===== config.mk =====
export PLATFORM = sky130hd
export DESIGN_NAME = sel_enc_sb
export DESIGN_NICKNAME = d
export VERILOG_FILES = /design/src/rtl/sel_enc_sb.sv
export SDC_FILE = /design/constraint.sdc
export NUM_CORES = 1
export LEC_CHECK = 0
export CORE_ASPECT_RATIO = 2
export CORE_MARGIN = 2
export CORE_UTILIZATION = 34
export CTS_CLUSTER_DIAMETER = 150
export CTS_CLUSTER_SIZE = 16
export DETAILED_ROUTE_END_ITERATION = 10
export GPL_TIMING_DRIVEN = 0
export PLACE_DENSITY = 0.85
export SKIP_LAST_GASP = 1
export SLEW_MARGIN = 20
export SYNTH_ARGS = -nofsm -noshare
export SYNTH_HDL_FRONTEND = slang
export SYNTH_SLANG_ARGS = --single-unit

===== constraint.sdc =====
create_clock -name clk -period 1.7 [get_ports clk]
set_clock_uncertainty 0.05 [all_clocks]
set_input_delay 0.255 -clock clk [delete_from_list [all_inputs] [get_ports clk]]
set_output_delay 0.255 -clock clk [all_outputs]
set_load 0.03 [all_outputs]

===== src/rtl/sel_enc_sb.sv =====
// sel_enc_sb - register select/encode logic with operand busy scoreboard.
//
// Latches the instruction word into an internal IR, decodes the Ra/Rb/Rc
// fields into one-hot register load/drive enables, sign-extends the
// constant field, and tracks which registers have a write in flight so
// the control unit can stall on operand hazards.
//
// Build option:
//   SEL_ENC_R0_ZERO_EN - R0 is hardwired zero: rins[0] is never asserted,
//                        and R0 is never marked busy.
//
// Ports:
//   clk, reset            rising-edge clock, async active-high reset
//   ir_in, ir_ld          instruction word and its load strobe
//   gra, grb, grc         field select (priority gra > grb > grc)
//   rin, rout, baout      register-in / register-out / base-address-out strobes
//   issue                 mark the Ra register busy
//   wb_valid, wb_idx      writeback completion for register wb_idx
//   rins, routs           one-hot register load / drive enables
//   c_sext                sign-extended constant field
//   ir_q                  current IR contents
//   sel_idx, sel_err      selected register index, multi-select error
//   busy, stall           scoreboard bitmap, operand hazard on current IR
module sel_enc_sb #(
    parameter int DATA_W   = 32,
    parameter int NUM_REGS = 16,
    parameter int IDX_W    = 4,
    parameter int RA_LSB   = 23,
    parameter int RB_LSB   = 19,
    parameter int RC_LSB   = 15,
    parameter int C_W      = 19
) (
    input  logic                clk,
    input  logic                reset,
    input  logic [DATA_W-1:0]   ir_in,
    input  logic                ir_ld,
    input  logic                gra,
    input  logic                grb,
    input  logic                grc,
    input  logic                rin,
    input  logic                rout,
    input  logic                baout,
    input  logic                issue,
    input  logic                wb_valid,
    input  logic [IDX_W-1:0]    wb_idx,
    output logic [NUM_REGS-1:0] rins,
    output logic [NUM_REGS-1:0] routs,
    output logic [DATA_W-1:0]   c_sext,
    output logic [DATA_W-1:0]   ir_q,
    output logic [IDX_W-1:0]    sel_idx,
    output logic                sel_err,
    output logic [NUM_REGS-1:0] busy,
    output logic                stall
);

    if (IDX_W != $clog2(NUM_REGS)) begin : g_bad_idx_w
        $error("sel_enc_sb: IDX_W must equal clog2(NUM_REGS)");
    end

    logic [DATA_W-1:0]   r_ir;
    logic                r_ir_valid;
    logic [NUM_REGS-1:0] r_busy;
    logic [NUM_REGS-1:0] w_busy_nxt;
    logic [IDX_W-1:0]    w_ra, w_rb, w_rc;
    logic                w_any_sel;

    assign w_ra = r_ir[RA_LSB +: IDX_W];
    assign w_rb = r_ir[RB_LSB +: IDX_W];
    assign w_rc = r_ir[RC_LSB +: IDX_W];

    // IR: once loaded it stays valid until reset
    always_ff @(posedge clk or posedge reset) begin
        if (reset) begin
            r_ir       <= '0;
            r_ir_valid <= 1'b0;
        end else if (ir_ld) begin
            r_ir       <= ir_in;
            r_ir_valid <= 1'b1;
        end
    end

    // Scoreboard next state. The set is applied after the clear so that a
    // new write issued to a register whose previous write just retired
    // keeps it busy. issue sees the pre-load IR when ir_ld is also high.
    always_comb begin
        w_busy_nxt = r_busy;
        if (wb_valid)
            w_busy_nxt[wb_idx] = 1'b0;
        if (issue)
            w_busy_nxt[w_ra] = 1'b1;
`ifdef SEL_ENC_R0_ZERO_EN
        w_busy_nxt[0] = 1'b0;
`endif
    end

    always_ff @(posedge clk or posedge reset) begin
        if (reset)
            r_busy <= '0;
        else
            r_busy <= w_busy_nxt;
    end

    // Field select. With nothing selected no register is addressed at all
    // (index 0 is reported but all enables stay low).
    assign w_any_sel = gra | grb | grc;
    assign sel_err   = (gra & grb) | (gra & grc) | (grb & grc);

    always_comb begin
        sel_idx = '0;
        if (gra)
            sel_idx = w_ra;
        else if (grb)
            sel_idx = w_rb;
        else if (grc)
            sel_idx = w_rc;
    end

    always_comb begin
        rins  = '0;
        routs = '0;
        for (int i = 0; i < NUM_REGS; i++) begin
            rins[i]  = rin & w_any_sel & (sel_idx == IDX_W'(i));
            routs[i] = (rout | baout) & w_any_sel & (sel_idx == IDX_W'(i));
        end
        // R0 reads as zero on the bus in base-address mode
        if (baout && sel_idx == '0)
            routs = '0;
`ifdef SEL_ENC_R0_ZERO_EN
        rins[0] = 1'b0;
`endif
    end

    assign c_sext = {{(DATA_W-C_W){r_ir[C_W-1]}}, r_ir[C_W-1:0]};
    assign ir_q   = r_ir;
    assign busy   = r_busy;
    assign stall  = r_ir_valid & (r_busy[w_rb] | r_busy[w_rc]);

endmodule


==> results of run 1 <==
[routing by layer]
| metal | up-vias | GRT usage [%] |
|---|---|---|
| met5 | - | 0 |
| met1 | 1432 | 24.5 |
| met2 | 121 | 44.2 |
| met4 | 0 | 9.67 |
| met3 | 26 | 4.78 |
| li1 | 1319 | - |
[worst max-delay path: stages (launching register included)]
cell      delay (ns)
dfrtp_4         0.49
nand3b_1        0.23
a31oi_4         0.14
buf_4           0.16
nand3b_1        0.16
buf_6           0.17
nor2_4          0.09
buf_6           0.14
[power by group through the flow]
| stage | logic, mW | clock network, mW | registers [mW] |
|---|---|---|---|
| 4_1_cts | 2.47 | 1.01 | 1.61 |
| 5_1_grt | 2.67 | 1.06 | 1.64 |
| 3_5_place_dp | 2.35 | 0 | 1.64 |
| 3_3_place_gp | 2.30 | 0 | 1.63 |
| 2_1_floorplan | 1.03 | 0 | 1.97 |
| 6_report | 2.54 | 0.993 | 1.61 |
[layout make-up]
class | instances | area (sq um)
Buffer | 38 | 274
Inverter | 5 | 38.8
Tap cell | 96 | 120
Clock inverter | 2 | 13.8
Sequential cell | 49 | 1240
Multi-Input combinational cell | 175 | 1720
Fill cell | 581 | 2460
Timing Repair Buffer | 199 | 1950
Clock buffer | 6 | 129
[cells by family after synthesis]
| group | count (synthesis) |
|---|---|
| flip-flops | 49 |
| buffers and inverters | 43 |
| AND/OR/NAND/NOR | 90 |
| adder cells (fa/ha/maj) | 1 |
| AO/OA/AOI/OAI | 37 |
| multiplexers | 46 |
[worst max path at each step]
stage | cells after the start | to | startpoint | slack, ns
2_1_floorplan | 4 | routs[0] | ir_q[18] | -0.30
3_3_place_gp | 6 | rins[8] | gra | -1.26
3_5_place_dp | 6 | rins[4] | gra | -1.35
4_1_cts | 6 | stall | ir_q[15] | -0.48
5_1_grt | 6 | stall | ir_q[15] | -0.54
6_report | 7 | routs[7] | ir_q[18] | -0.48
[state kept, by name (all words and copies together) (netlist names)]
register and flops:
busy 16, r_ir_valid 1, ir_q 32
[metrics by stage]
step	hold WS, ns	power, mW	util, %
floorplan	0.345	2.99	-
global placement	0.441	3.93	61.0
detailed placement	0.447	3.99	61.3
CTS	0.203	5.08	66.3
global route	0.220	5.36	69.0
finish	0.194	5.14	69.0
[synthesized netlist by cell type]
master / n
clkbuf_1: 2
or3b_2: 1
nand3_1: 9
inv_1: 2
nor3_1: 5
maj3_1: 1
mux2i_1: 6
mux4_1: 4
mux4_2: 4
buf_4: 32
o21a_1: 1
o31ai_1: 1
nand3b_1: 10
buf_6: 1
nand2_1: 16
nand2b_1: 10
a31o_2: 3
a31oi_4: 1
or2_2: 2
nor2b_1: 5
dfrtp_1: 49
inv_2: 3
mux2_2: 32
o21ai_0: 31
nor2_1: 32
buf_2: 3
[repair_timing]
item	4_1_cts	5_1_grt
cloned	1	0
hold endpoints to repair	0	0
setup buffers	25	12
pin swaps	14	15
resized for setup	389	48
endpoints found under the setup margin	86	61
==> flow_summary.json, run 1 <==
{
  "cts.sink_count": 49,
  "syn_avg_cell_area_sq_um": 10.5,
  "r2r_end": "busy[2]",
  "p_sw_share_pct": 40.6,
  "fmax_mhz": 458,
  "power.switching_mw": 2.09,
  "first_pass_iters": 4,
  "synth_seq_area_share_pct": 43.7,
  "syn2layout_area_growth_pct": 95.7,
  "num_vias": 2898,
  "yosys-top-cells-area": "dfrtp_1 (44%), mux2_2 (13%), buf_4 (8.6%), o21ai_0 (5.5%), nor2_1 (4.3%)",
  "die_area_sq_um": 9030,
  "diodes": 0,
  "num_io_pins": 165,
  "place_area_sq_um": 4870,
  "fin_crit_ns": 2.18,
  "grt_max_degree": 36,
  "cts_hold_buf": 0,
  "yosys.area_share.simple_pct": 15.7,
  "overflow": 0,
  "setup_tns_ns": -13.90,
  "synth_fp_nets": 313,
  "ys_types": 26,
  "post_drt_wl_per_cell_microns": 19.4,
  "intPower_mw": 3.06,
  "violations": "setup timing",
  "final_common_cell": "buf_4",
  "dpl.cell_count": 525,
  "r2r_start": "ir_q[26]",
  "rows": 46,
  "fin_ws_ns": -0.484,
  "leakage_nw": 2.50,
  "synth_top_area_share_pct": 43.7,
  "nNetsFinal": 520,
  "layout.cells.non_filler": 570,
  "grt_pass1_vias": 2985,
  "outcome": "finished with violations",
  "min_period_over_period_pct": 128,
  "m1WireLength_microns": 3560,
  "tightestPinTransition_ns": 0.541,
  "cts_tree": "yes",
  "maxCapViolCount": 0,
  "ys_warn_count": 0,
  "synth_top_family_by_area": "multiplexers",
  "drc": 0,
  "rsz0062_at_grt": "true",
  "synthXorXnorAreaFrac_pct": 0,
  "routed-wl-met2_microns": 6550,
  "crit_arrival_ns": 1.88,
  "postRouteAntennaNets": 0,
  "htreeDepth": 2,
  "via_per_inst": 5.08,
  "ys_ff_latch": 49,
  "hold_path.class": "in -> async",
  "slew_viol_final": 0,
  "met3WireLength_microns": 562,
  "syn_area_sq_um": 2800,
  "cts_buffers": 5,
  "synthMuxAreaShare_pct": 22.0,
  "cts.clk_slew.worst_paths_ns": 0.07,
  "crit_type": "reg -> out",
  "worstSkewPairLatency_ns": 0.29,
  "dr.max_layer_used": "met4",
  "cts_buffer_depth": 2,
  "finalInstanceArea_sq_um": 5480,
  "yosysTopAreaCell": "dfrtp_1",
  "synth_cells": 266,
  "synth_fa_ha_area_share_pct": 0.357,
  "final_cell_mix": "buf_4 (58), clkdlybuf4s50_1 (52), buf_6 (46)",
  "track_usage_pct": 23.9,
  "p_comb_share_pct": 49.4,
  "cts_root_buffer": "clkbuf_16",
  "drive_gt1_share_pct": 51.7,
  "dp_slack_ns": -1.35,
  "coreArea_sq_um": 7940,
  "synth_compound_area_share_pct": 7.77,
  "relSlewSlack_pct": 63.9,
  "antenna_found_initial": 0,
  "dieWidth_microns": 68.2,
  "p_seq_share_pct": 31.3,
  "die_h_microns": 132,
  "cp_max_fo": 4,
  "grt_pass1_wl_microns": 16000,
  "power_frac_clock_pct": 19.3,
  "start_util_pct": 35.3,
  "end_kind": "primary output",
  "finalSetupViolations": 52,
  "routabilityCongestion": 0.862,
  "crit_path_start_kind": "flop",
  "irDropWorstVdd_uv": 918,
  "p_per_area_nw_per_um2": 938,
  "regToRegSetupSlack_ns": 0.34,
  "dp.final_hpwl_microns": 7620,
  "drt-total-wl_microns": 11000,
  "cp.required_ns": 1.39,
  "hold_viol": 0,
  "io_buffers": 162,
  "drt_iter0_drc": 121,
  "reg2reg_depth": 2
}
No activity file was read; power rests on OpenSTA's default activity.
==> inputs of run 2 (changes only) <==
CTS_CLUSTER_SIZE = 30   (was 16)
==> results of run 2 <==
The final DEF is identical to that of run 1; final timing and power are the same.
==> inputs of run 3 (changes only) <==
CORE_UTILIZATION = 35   (was 34)
CTS_BUF_LIST = sky130_fd_sc_hd__clkbuf_4   (was not set)
GPL_TIMING_DRIVEN = not set   (was 0)
PLACE_DENSITY = 0.87   (was 0.85)
==> run 3 against run 2 <==
The run still ends with setup timing left. Via count down 2.7%. First-iteration DRC count down 0.83%. Global-route usage down 2.3 points. Count of clock-buffer cells in the layout unchanged. Total power down 9.5%. Critical path type unchanged. Largest power group unchanged. Setup slack worse by 0.071 ns. Die area down 2.7%. Combinational power about the same.
==> flow_summary.json, run 3 (same netlist as run 1, synthesis figures left out) <==
{
  "via_per_inst": 5.06,
  "outcome": "finished with violations",
  "p_per_area_nw_per_um2": 899,
  "post_drt_wl_per_cell_microns": 16.6,
  "drive_gt1_share_pct": 51.0,
  "syn2layout_area_growth_pct": 84.7,
  "cts_buffers": 5,
  "slowest_delay_ns": 0.52,
  "cp.required_ns": 1.39,
  "fmax_mhz": 443,
  "cp_max_fo": 5,
  "path_delay_family": "multiplexers",
  "critical_path.slowest_cell": "mux4_2",
  "cts_buffer_depth": 2,
  "first_pass_iters": 5,
  "violations": "setup timing",
  "final_cell_mix": "dlygate4sd2_1 (64), buf_4 (49), buf_6 (45)",
  "cts.clk_slew.worst_paths_ns": 0.14,
  "cts.sink_count": 49,
  "setup_tns_ns": -16.87,
  "slew_viol_final": 0,
  "crit_type": "reg -> out",
  "diodes": 0,
  "start_util_pct": 35.8,
  "grt_pass1_vias": 2852,
  "cts_tree": "yes",
  "drt-total-wl_microns": 9250,
  "num_io_pins": 165,
  "dieWidth_microns": 67.3,
  "fin_ws_ns": -0.555,
  "fin_crit_ns": 2.26,
  "num_vias": 2820,
  "irDropWorstVdd_uv": 791,
  "routed-wl-met2_microns": 4890,
  "drt_iter0_drc": 120,
  "postRouteAntennaNets": 0,
  "grt_pass1_wl_microns": 14400,
  "crit_arrival_ns": 1.95,
  "m1WireLength_microns": 3490,
  "finalInstanceArea_sq_um": 5180,
  "end_kind": "primary output",
  "io_buffers": 164,
  "worstSkewPairLatency_ns": 0.36,
  "nNetsFinal": 507,
  "overflow": 0,
  "finalSetupViolations": 37,
  "relSlewSlack_pct": 76.5,
  "final_common_cell": "dlygate4sd2_1",
  "cp_common_cell": "mux2i_1",
  "nFillCells": 589,
  "min_period_over_period_pct": 133,
  "die_h_microns": 131,
  "dpl.cell_count": 541,
  "largest_reg_flops": 32,
  "crit_path_start_kind": "flop",
  "place_area_sq_um": 4960,
  "layout.cells.non_filler": 557,
  "cp_cell_sequence": "mux4_2, mux2i_1, mux2i_1, o21a_2, buf_6",
  "coreArea_sq_um": 7830,
  "track_usage_pct": 21.6,
  "antenna_found_initial": 0,
  "maxCapViolCount": 0,
  "leakage_nw": 2.25,
  "rsz0062_at_grt": "true",
  "dp.final_hpwl_microns": 6720,
  "drc": 0,
  "tightestPinTransition_ns": 0.354,
  "die_area_sq_um": 8780,
  "hold_path.class": "in -> async",
  "cts_root_buffer": "clkbuf_4",
  "htreeDepth": 2,
  "met3WireLength_microns": 802,
  "dr.max_layer_used": "met4",
  "rows": 46,
  "routabilityCongestion": 1.01,
  "critPathBufInv": 1,
  "grt_max_degree": 50,
  "hold_viol": 0
}
==> run 3: report_power, final <==
part           switching, mW  total (mW)  internal (mW)
Combinational           1.45        2.57           1.13
Sequential             0.167        1.54           1.37
Clock                  0.369       0.543          0.174
==> run 3: through the flow <==
step / hold slack (ns) / utilization (%) / power [mW] / worst slack [ns]
6_report: 0.180 / 66.1 / 4.65 / -0.555
5_1_grt: 0.180 / 66.1 / 4.90 / -0.663
4_1_cts: 0.174 / 66.4 / 4.66 / -0.582
3_5_place_dp: 0.422 / 63.4 / 4.16 / -0.593
3_3_place_gp: 0.404 / 63.4 / 4.12 / -0.562
2_1_floorplan: 0.345 / - / 2.99 / -0.302
==> run 3: what timing repair did <==
item | 4_1_cts | 5_1_grt
buffers inserted | 8 | 0
hold buffers | 0 | 0
resized for setup | 182 | 33
setup endpoints to repair | 117 | 48
pin swaps | 10 | 6
==> run 3: worst paths after layout <==
kind / startpoint / end / slack [ns] / depth (start not counted)
worst max-delay path: ir_q[15] / stall / -0.56 / 5
worst min-delay path: reset / ir_q[7] / 0.18 / 3
worst max register to register: ir_q[26] / busy[1] / 0.25 / 3
worst min register to register: r_ir_valid / r_ir_valid / 0.46 / 1
max in group asynchronous: reset / ir_q[20] / 1.18 / 3
min in group clk: ir_in[8] / ir_q[8] / 0.44 / 2
==> run 3: metal layers <==
metal	vias to the layer above	track usage, %
met2	171	38.3
met5	-	0
met3	10	4.28
li1	1289	-
met1	1350	26.5
met4	0	4.80
==> run 3: tightest hold or removal path, stage by stage <==
cell and delay, ns:
clkdlybuf4s50_1 0.41, inv_2 0.07, buf_12 0.25
==> run 3: final cells by class <==
class	instances	area [sq um]	share of cell area, %
Sequential cell	49	1240	24.0
Clock inverter	2	11.3	0.218
Multi-Input combinational cell	174	1650	31.9
Inverter	5	36.3	0.701
Clock buffer	6	45.0	0.870
Timing Repair Buffer	225	2070	40.0
Tap cell	96	120	2.32
